===== config.mk =====
export PLATFORM = sky130hd
export DESIGN_NAME = wb_reg_file
export DESIGN_NICKNAME = d
export VERILOG_FILES = /design/src/rtl/wb_reg_file_pkg.sv /design/src/rtl/wb_reg_file_decode.sv /design/src/rtl/wb_reg_file.sv
export SDC_FILE = /design/constraint.sdc
export NUM_CORES = 2
export LEC_CHECK = 0
export ABC_AREA = 1
export BUFFER_PORTS_ARGS = -buffer_cell sky130_fd_sc_hd__buf_2
export CORE_MARGIN = 3
export CORE_UTILIZATION = 30
export CTS_BUF_LIST = sky130_fd_sc_hd__clkbuf_2 sky130_fd_sc_hd__clkbuf_4 sky130_fd_sc_hd__clkbuf_8
export DETAILED_ROUTE_END_ITERATION = 6
export GPL_ROUTABILITY_DRIVEN = 1
export GPL_TIMING_DRIVEN = 1
export PLACE_DENSITY = 0.45
export SYNTH_ARGS = -nofsm -noshare
export SYNTH_HDL_FRONTEND = slang
export SYNTH_HIERARCHICAL = 1
export SYNTH_SLANG_ARGS = --single-unit

===== constraint.sdc =====
create_clock -name clk -period 43.7 [get_ports clk]
set_input_delay 4.37 -clock clk [delete_from_list [all_inputs] [get_ports clk]]
set_output_delay 4.37 -clock clk [all_outputs]
set_load 0.05 [all_outputs]

===== src/rtl/wb_reg_file_pkg.sv =====
`default_nettype none
// ============================================================================
// Module      : wb_reg_file_pkg
// Description : Shared CPU constants for write-back decode: opcode/funct
//               encodings, the link register index and the write class.
// Revision    : 1.0  initial release
// ============================================================================
package wb_reg_file_pkg;

   localparam logic [5:0] c_OP_SPECIAL = 6'h00;
   localparam logic [5:0] c_OP_JAL     = 6'h03;
   localparam logic [5:0] c_OP_ORI     = 6'h0d;
   localparam logic [5:0] c_OP_LUI     = 6'h0f;
   localparam logic [5:0] c_OP_LW      = 6'h23;

   localparam logic [5:0] c_FN_ADDU    = 6'h21;
   localparam logic [5:0] c_FN_SUBU    = 6'h23;

   localparam logic [4:0] RA           = 5'd31;

   typedef enum logic [2:0] {
      WC_NONE  = 3'd0,
      WC_RTYPE = 3'd1,
      WC_ITYPE = 3'd2,
      WC_LOAD  = 3'd3,
      WC_LINK  = 3'd4
   } wclass_e;

   // Map opcode/funct onto the register-write class; anything unknown writes nothing.
   function automatic wclass_e classify(input logic [5:0] op, input logic [5:0] fn);
      wclass_e c;
      c = WC_NONE;
      case (op)
         c_OP_SPECIAL: if (fn == c_FN_ADDU || fn == c_FN_SUBU) c = WC_RTYPE;
         c_OP_ORI,
         c_OP_LUI:     c = WC_ITYPE;
         c_OP_LW:      c = WC_LOAD;
         c_OP_JAL:     c = WC_LINK;
         default:      c = WC_NONE;
      endcase
      return c;
   endfunction

endpackage
`default_nettype wire


===== src/rtl/wb_reg_file_decode.sv =====
`default_nettype none
// ============================================================================
// Module      : wb_decode
// Description : Combinational write-back decode: picks destination register
//               and write data for the instruction in the WB stage and
//               suppresses writes to $0.
// Revision    : 1.0  initial release
// ============================================================================
module wb_decode
   import wb_reg_file_pkg::*;
(
   input  logic [31:0] i_ir,
   input  logic [31:0] i_rdata,
   input  logic [31:0] i_pc,
   input  logic [31:0] i_alu,
   output logic        o_we,
   output logic [4:0]  o_waddr,
   output logic [31:0] o_wdata
);

   logic [5:0]  w_opcode;
   logic [5:0]  w_funct;
   logic [4:0]  w_rt;
   logic [4:0]  w_rd;
   wclass_e     w_class;
   logic [4:0]  w_dst;
   logic [31:0] w_data;
   logic        w_unused;

   assign w_opcode = i_ir[31:26];
   assign w_funct  = i_ir[5:0];
   assign w_rt     = i_ir[20:16];
   assign w_rd     = i_ir[15:11];
   // rs and shamt do not influence write-back.
   assign w_unused = ^{i_ir[25:21], i_ir[10:6]};

   // Select destination/data per class, then gate everything on a real, non-$0 write.
   always_comb begin
      w_class = classify(w_opcode, w_funct);
      w_dst   = 5'd0;
      w_data  = 32'd0;
      o_we    = 1'b0;
      o_waddr = 5'd0;
      o_wdata = 32'd0;
      case (w_class)
         WC_RTYPE: begin w_dst = w_rd; w_data = i_alu;         end
         WC_ITYPE: begin w_dst = w_rt; w_data = i_alu;         end
         WC_LOAD:  begin w_dst = w_rt; w_data = i_rdata;       end
         WC_LINK:  begin w_dst = RA;   w_data = i_pc + 32'd8;  end
         default:  begin w_dst = 5'd0; w_data = 32'd0;         end
      endcase
      if (w_class != WC_NONE && w_dst != 5'd0) begin
         o_we    = 1'b1;
         o_waddr = w_dst;
         o_wdata = w_data;
      end
   end

endmodule
`default_nettype wire


===== src/rtl/wb_reg_file.sv =====
`default_nettype none
// ============================================================================
// Module      : wb_reg_file
// Description : 31-entry general register file written from the write-back
//               stage, with same-cycle write-to-read bypass and a retired
//               instruction counter.
// Revision    : 1.0  initial release
// ============================================================================
module wb_reg_file
   import wb_reg_file_pkg::*;
#(
   parameter logic [31:0] INIT_VALUE = 32'h0000_0000
)(
   input  logic        clk,
   input  logic        reset,
   input  logic [31:0] WBIR,
   input  logic [31:0] WBRD,
   input  logic [31:0] WBPC,
   input  logic [31:0] WBALUOut,
   input  logic [4:0]  A1,
   input  logic [4:0]  A2,
   output logic [31:0] RD1,
   output logic [31:0] RD2,
   output logic        grf_we,
   output logic [4:0]  grf_waddr,
   output logic [31:0] grf_wdata,
   output logic [31:0] retire_cnt
);

   logic        w_we;
   logic [4:0]  w_waddr;
   logic [31:0] w_wdata;

   // $0 has no storage; entries 1..31 only.
   logic [31:0] r_regs [1:31];
   logic [31:0] r_retire_cnt;

   wb_decode u_decode (
      .i_ir    (WBIR),
      .i_rdata (WBRD),
      .i_pc    (WBPC),
      .i_alu   (WBALUOut),
      .o_we    (w_we),
      .o_waddr (w_waddr),
      .o_wdata (w_wdata)
   );

   assign grf_we     = w_we;
   assign grf_waddr  = w_waddr;
   assign grf_wdata  = w_wdata;
   assign retire_cnt = r_retire_cnt;

   // Register write port; reset clears asynchronously and wins over any pending write.
   always_ff @(posedge clk or posedge reset) begin
      if (reset) begin
         for (int i = 1; i < 32; i++) begin
            r_regs[i] <= INIT_VALUE;
         end
      end else if (w_we) begin
         r_regs[w_waddr] <= w_wdata;
      end
   end

   // Count every non-bubble instruction leaving write-back; wraps naturally.
   always_ff @(posedge clk or posedge reset) begin
      if (reset) begin
         r_retire_cnt <= INIT_VALUE;
      end else if (WBIR != 32'd0) begin
         r_retire_cnt <= r_retire_cnt + 32'd1;
      end
   end

   // Read port 1: $0 is hard zero, a same-cycle write is forwarded, else storage.
   always_comb begin
      RD1 = 32'd0;
      if (A1 == 5'd0)                     RD1 = 32'd0;
      else if (w_we && (A1 == w_waddr))   RD1 = w_wdata;
      else                                RD1 = r_regs[A1];
   end

   // Read port 2: identical policy to port 1.
   always_comb begin
      RD2 = 32'd0;
      if (A2 == 5'd0)                     RD2 = 32'd0;
      else if (w_we && (A2 == w_waddr))   RD2 = w_wdata;
      else                                RD2 = r_regs[A2];
   end

endmodule
`default_nettype wire

==> impl_metrics.ini <==
[critical_path]
r2r-end = retire_cnt[30]$_DFFE_PP0P_
required_ns = 39.33
r2r-start = retire_cnt[0]$_DFFE_PP0P_
crit_type = in2out
r2r_setup_slack_ns = 41.62
ff2ff_path_depth = 8
worstSetupStartpointType = primary input
end_kind = output port
crit_path_max_fanout = 69
arrival_ns = 9.12

[clocking]
clk-insertion-delay-late_ns = 0.97
cts.repair_timing.setup_buffer_count = 0
clockBufferDepth = 3
cts_buffers = 195
ctsResizeCount = 0
cts-root-buf = clkbuf_8
cts_tree = done
clk_pin_slew_ns = 0.05
cts_hold_buf = 0
clock_sinks = 1024
htreeDepth = 4

[pwr]
vdd_drop_max_uv = 31.3
power_frac_comb_pct = 13.0
power.density_nw_per_um2 = 33.4
swShare_pct = 30.5
seqPwrFrac_pct = 41.0
p_int_uw = 1610
pwr-share-clk_pct = 46.0
p_leak_uw = 0.0331
switchingPower_uw = 706

[logic_synthesis]
syn-num-nets = 9781
syn_area_per_cell_um2 = 6.41
ys_seq_elements = 1024
synth_edf_count = 0
syn_inst = 9639
yosys.area.top_type_share_pct = 41.5
yosysTopAreaCell = dfrtp_1
yosysMostFrequentCell = nand2_1
yosysSeqAreaShare_pct = 41.5
yosys_warnings = 6
synth_commonest_cells = nand2_1, nand3_1, dfrtp_1
syn-cell-area_um2 = 61800
synth_async_sr_flop_share_pct = 100
synth_top_cells_by_area = dfrtp_1, nand2_1, nand3_1
yosysUniqueCellTypes = 33
ys.flop_type = dfrtp_1

[layout]
final_cells = 12300
drive_gt1_share_pct = 8.92
finalNetCount = 9656
final_area_um2 = 69400
area_growth_pct = 12.4

[floorplanning]
rows = 165
io_pins = 274
die_h_um = 460
fp.coreArea_um2 = 203000
initial_core_util_pct = 30.4
die_x_um = 460
dieArea_um2 = 211000

[global_routing]
antenna_found_initial = 12
grt_overflow = 0
grt_pass1_vias = 61400
gr-usage-all-layers_pct = 26.7
grt_max_degree = 154
grt_first_pass_wirelength_mm = 422

[drt]
num_vias = 64300
drt_iter0_drc = 6964
post_drt_wl_per_cell_um = 23.4
firstDrtPassIters = 6
ant_nets = 0
viasPerCell = 5.21
drc_errors = 0
routed_wl_mm = 288

[timing]
finalSetupViolCount = 0
fmax_mhz = 74.1
max_slew.worst_pin.slew_ns = 1.41
finalMaxSlewViolations = 0
whs_ns = 0.483
relSlewSlack_pct = 5.92
grt_setup_unrepaired = false
hold_violations = 0
finalClockSkew_ns = 0.00778
finalCritPeriodShare_pct = 30.9
fin_tns_setup_ns = 0
min_period_ns = 13.49

[placement]
dp_hpwl_mm = 163
place_congestion = 0.861
dp.cells = 12000
io_buffers = 273
placed_cell_area_um2 = 65100

[worst_hold_path]
hold_class = reg2reg
hold_end = r_regs[807]$_DFFE_PP0P_
hp-start = r_regs[807]$_DFFE_PP0P_
holdPathStages = 2

[run]
max_cap_viol_count = 0

[run_status]
status = finished clean
per-stage QoR:
step	setup slack (ns)	util, %	total power (uW)
6_report	30.21	34.1	2320
5_1_grt	30.12	34.1	2400
4_1_cts	30.32	34.1	2340
3_5_place_dp	30.33	32.0	1270
3_3_place_gp	30.33	32.0	1270
2_1_floorplan	10.51	-	1150
worst max-delay path by stage:
stage | from | end | slack [ns]
global placement | A1[0] | RD1[21] | 30.33
detailed placement | A1[0] | RD1[21] | 30.33
CTS | A1[0] | RD1[21] | 30.32
finish | A1[0] | RD1[21] | 30.21
global route | A1[0] | RD1[21] | 30.12
floorplan | reset | r_regs[0]$_DFFE_PP0P_ | 10.51
worst max-delay path, cell delays in order:
cell and delay, ns:
buf_8 0.15, inv_8 0.27, buf_4 0.64, buf_4 0.78
buf_4 0.90, buf_4 0.59, nand2_1 0.12, nand3_1 0.10
nand2_1 0.07, nor2_1 0.09, nor2_1 0.08, nand2_1 0.10
nand3_1 0.15, nand2_1 0.20, inv_1 0.06, buf_2 0.21
registers in the layout, summed over array words and instances, names as in the netlist:
register,count
retire_cnt,32
r_regs,992
per-layer routing:
metal / track usage [%] / up-vias / routed length (um)
met2: 42.6 / 2780 / 129000
met5: 0 / - / 88
li1: - / 30000 / -
met1: 36.1 / 30800 / 126000
met4: 10.6 / 14 / 12300
met3: 4.37 / 623 / 21400
cells by family after synthesis:
| family | Yosys count | synth area share [%] |
|---|---|---|
| AND/OR/NAND/NOR | 5687 | 37.6 |
| buffers and inverters | 1592 | 9.82 |
| AO/OA/AOI/OAI | 1309 | 10.7 |
| flip-flops | 1024 | 41.5 |
| XOR/XNOR | 25 | 0.354 |
| adder cells (fa/ha/maj) | 2 | 0.0405 |
final cells by class:
| class | instances | area [um^2] |
|---|---|---|
| antenna | 10 | 25.0 |
| clock buffer | 311 | 3880 |
| clock inverter | 39 | 439 |
| fill | 22100 | 134000 |
| inverter | 870 | 3310 |
| multi-input combinational | 7023 | 30400 |
| sequential | 1024 | 25600 |
| tap | 2672 | 3340 |
| timing repair buffer | 400 | 2440 |
power by group through the flow:
stage          sequential, uW  combinational (uW)  clock [uW]
5_1_grt                   949                 324        1130
3_3_place_gp              967                 300           0
4_1_cts                   950                 300        1090
3_5_place_dp              967                 300           0
2_1_floorplan             968                 183           0
6_report                  950                 301        1070
cells in the final DEF (no fill, tap or decap), drive strengths merged:
cell	count
a22oi	12
xnor2	7
clkinv	20
o21ai	975
nor2	859
bufinv	5
a22o	4
diode	10
inv	879
ha	2
nor4	5
a21oi	311
or2	4
o22ai	5
nand4	6
buf	400
clkbuf	311
nand3	1283
dfrtp	1024
clkinvlp	5
nor3	25
nand3b	5
nand2	3500
xor2	18
o21bai	2
(Power assumes the default switching activity.)
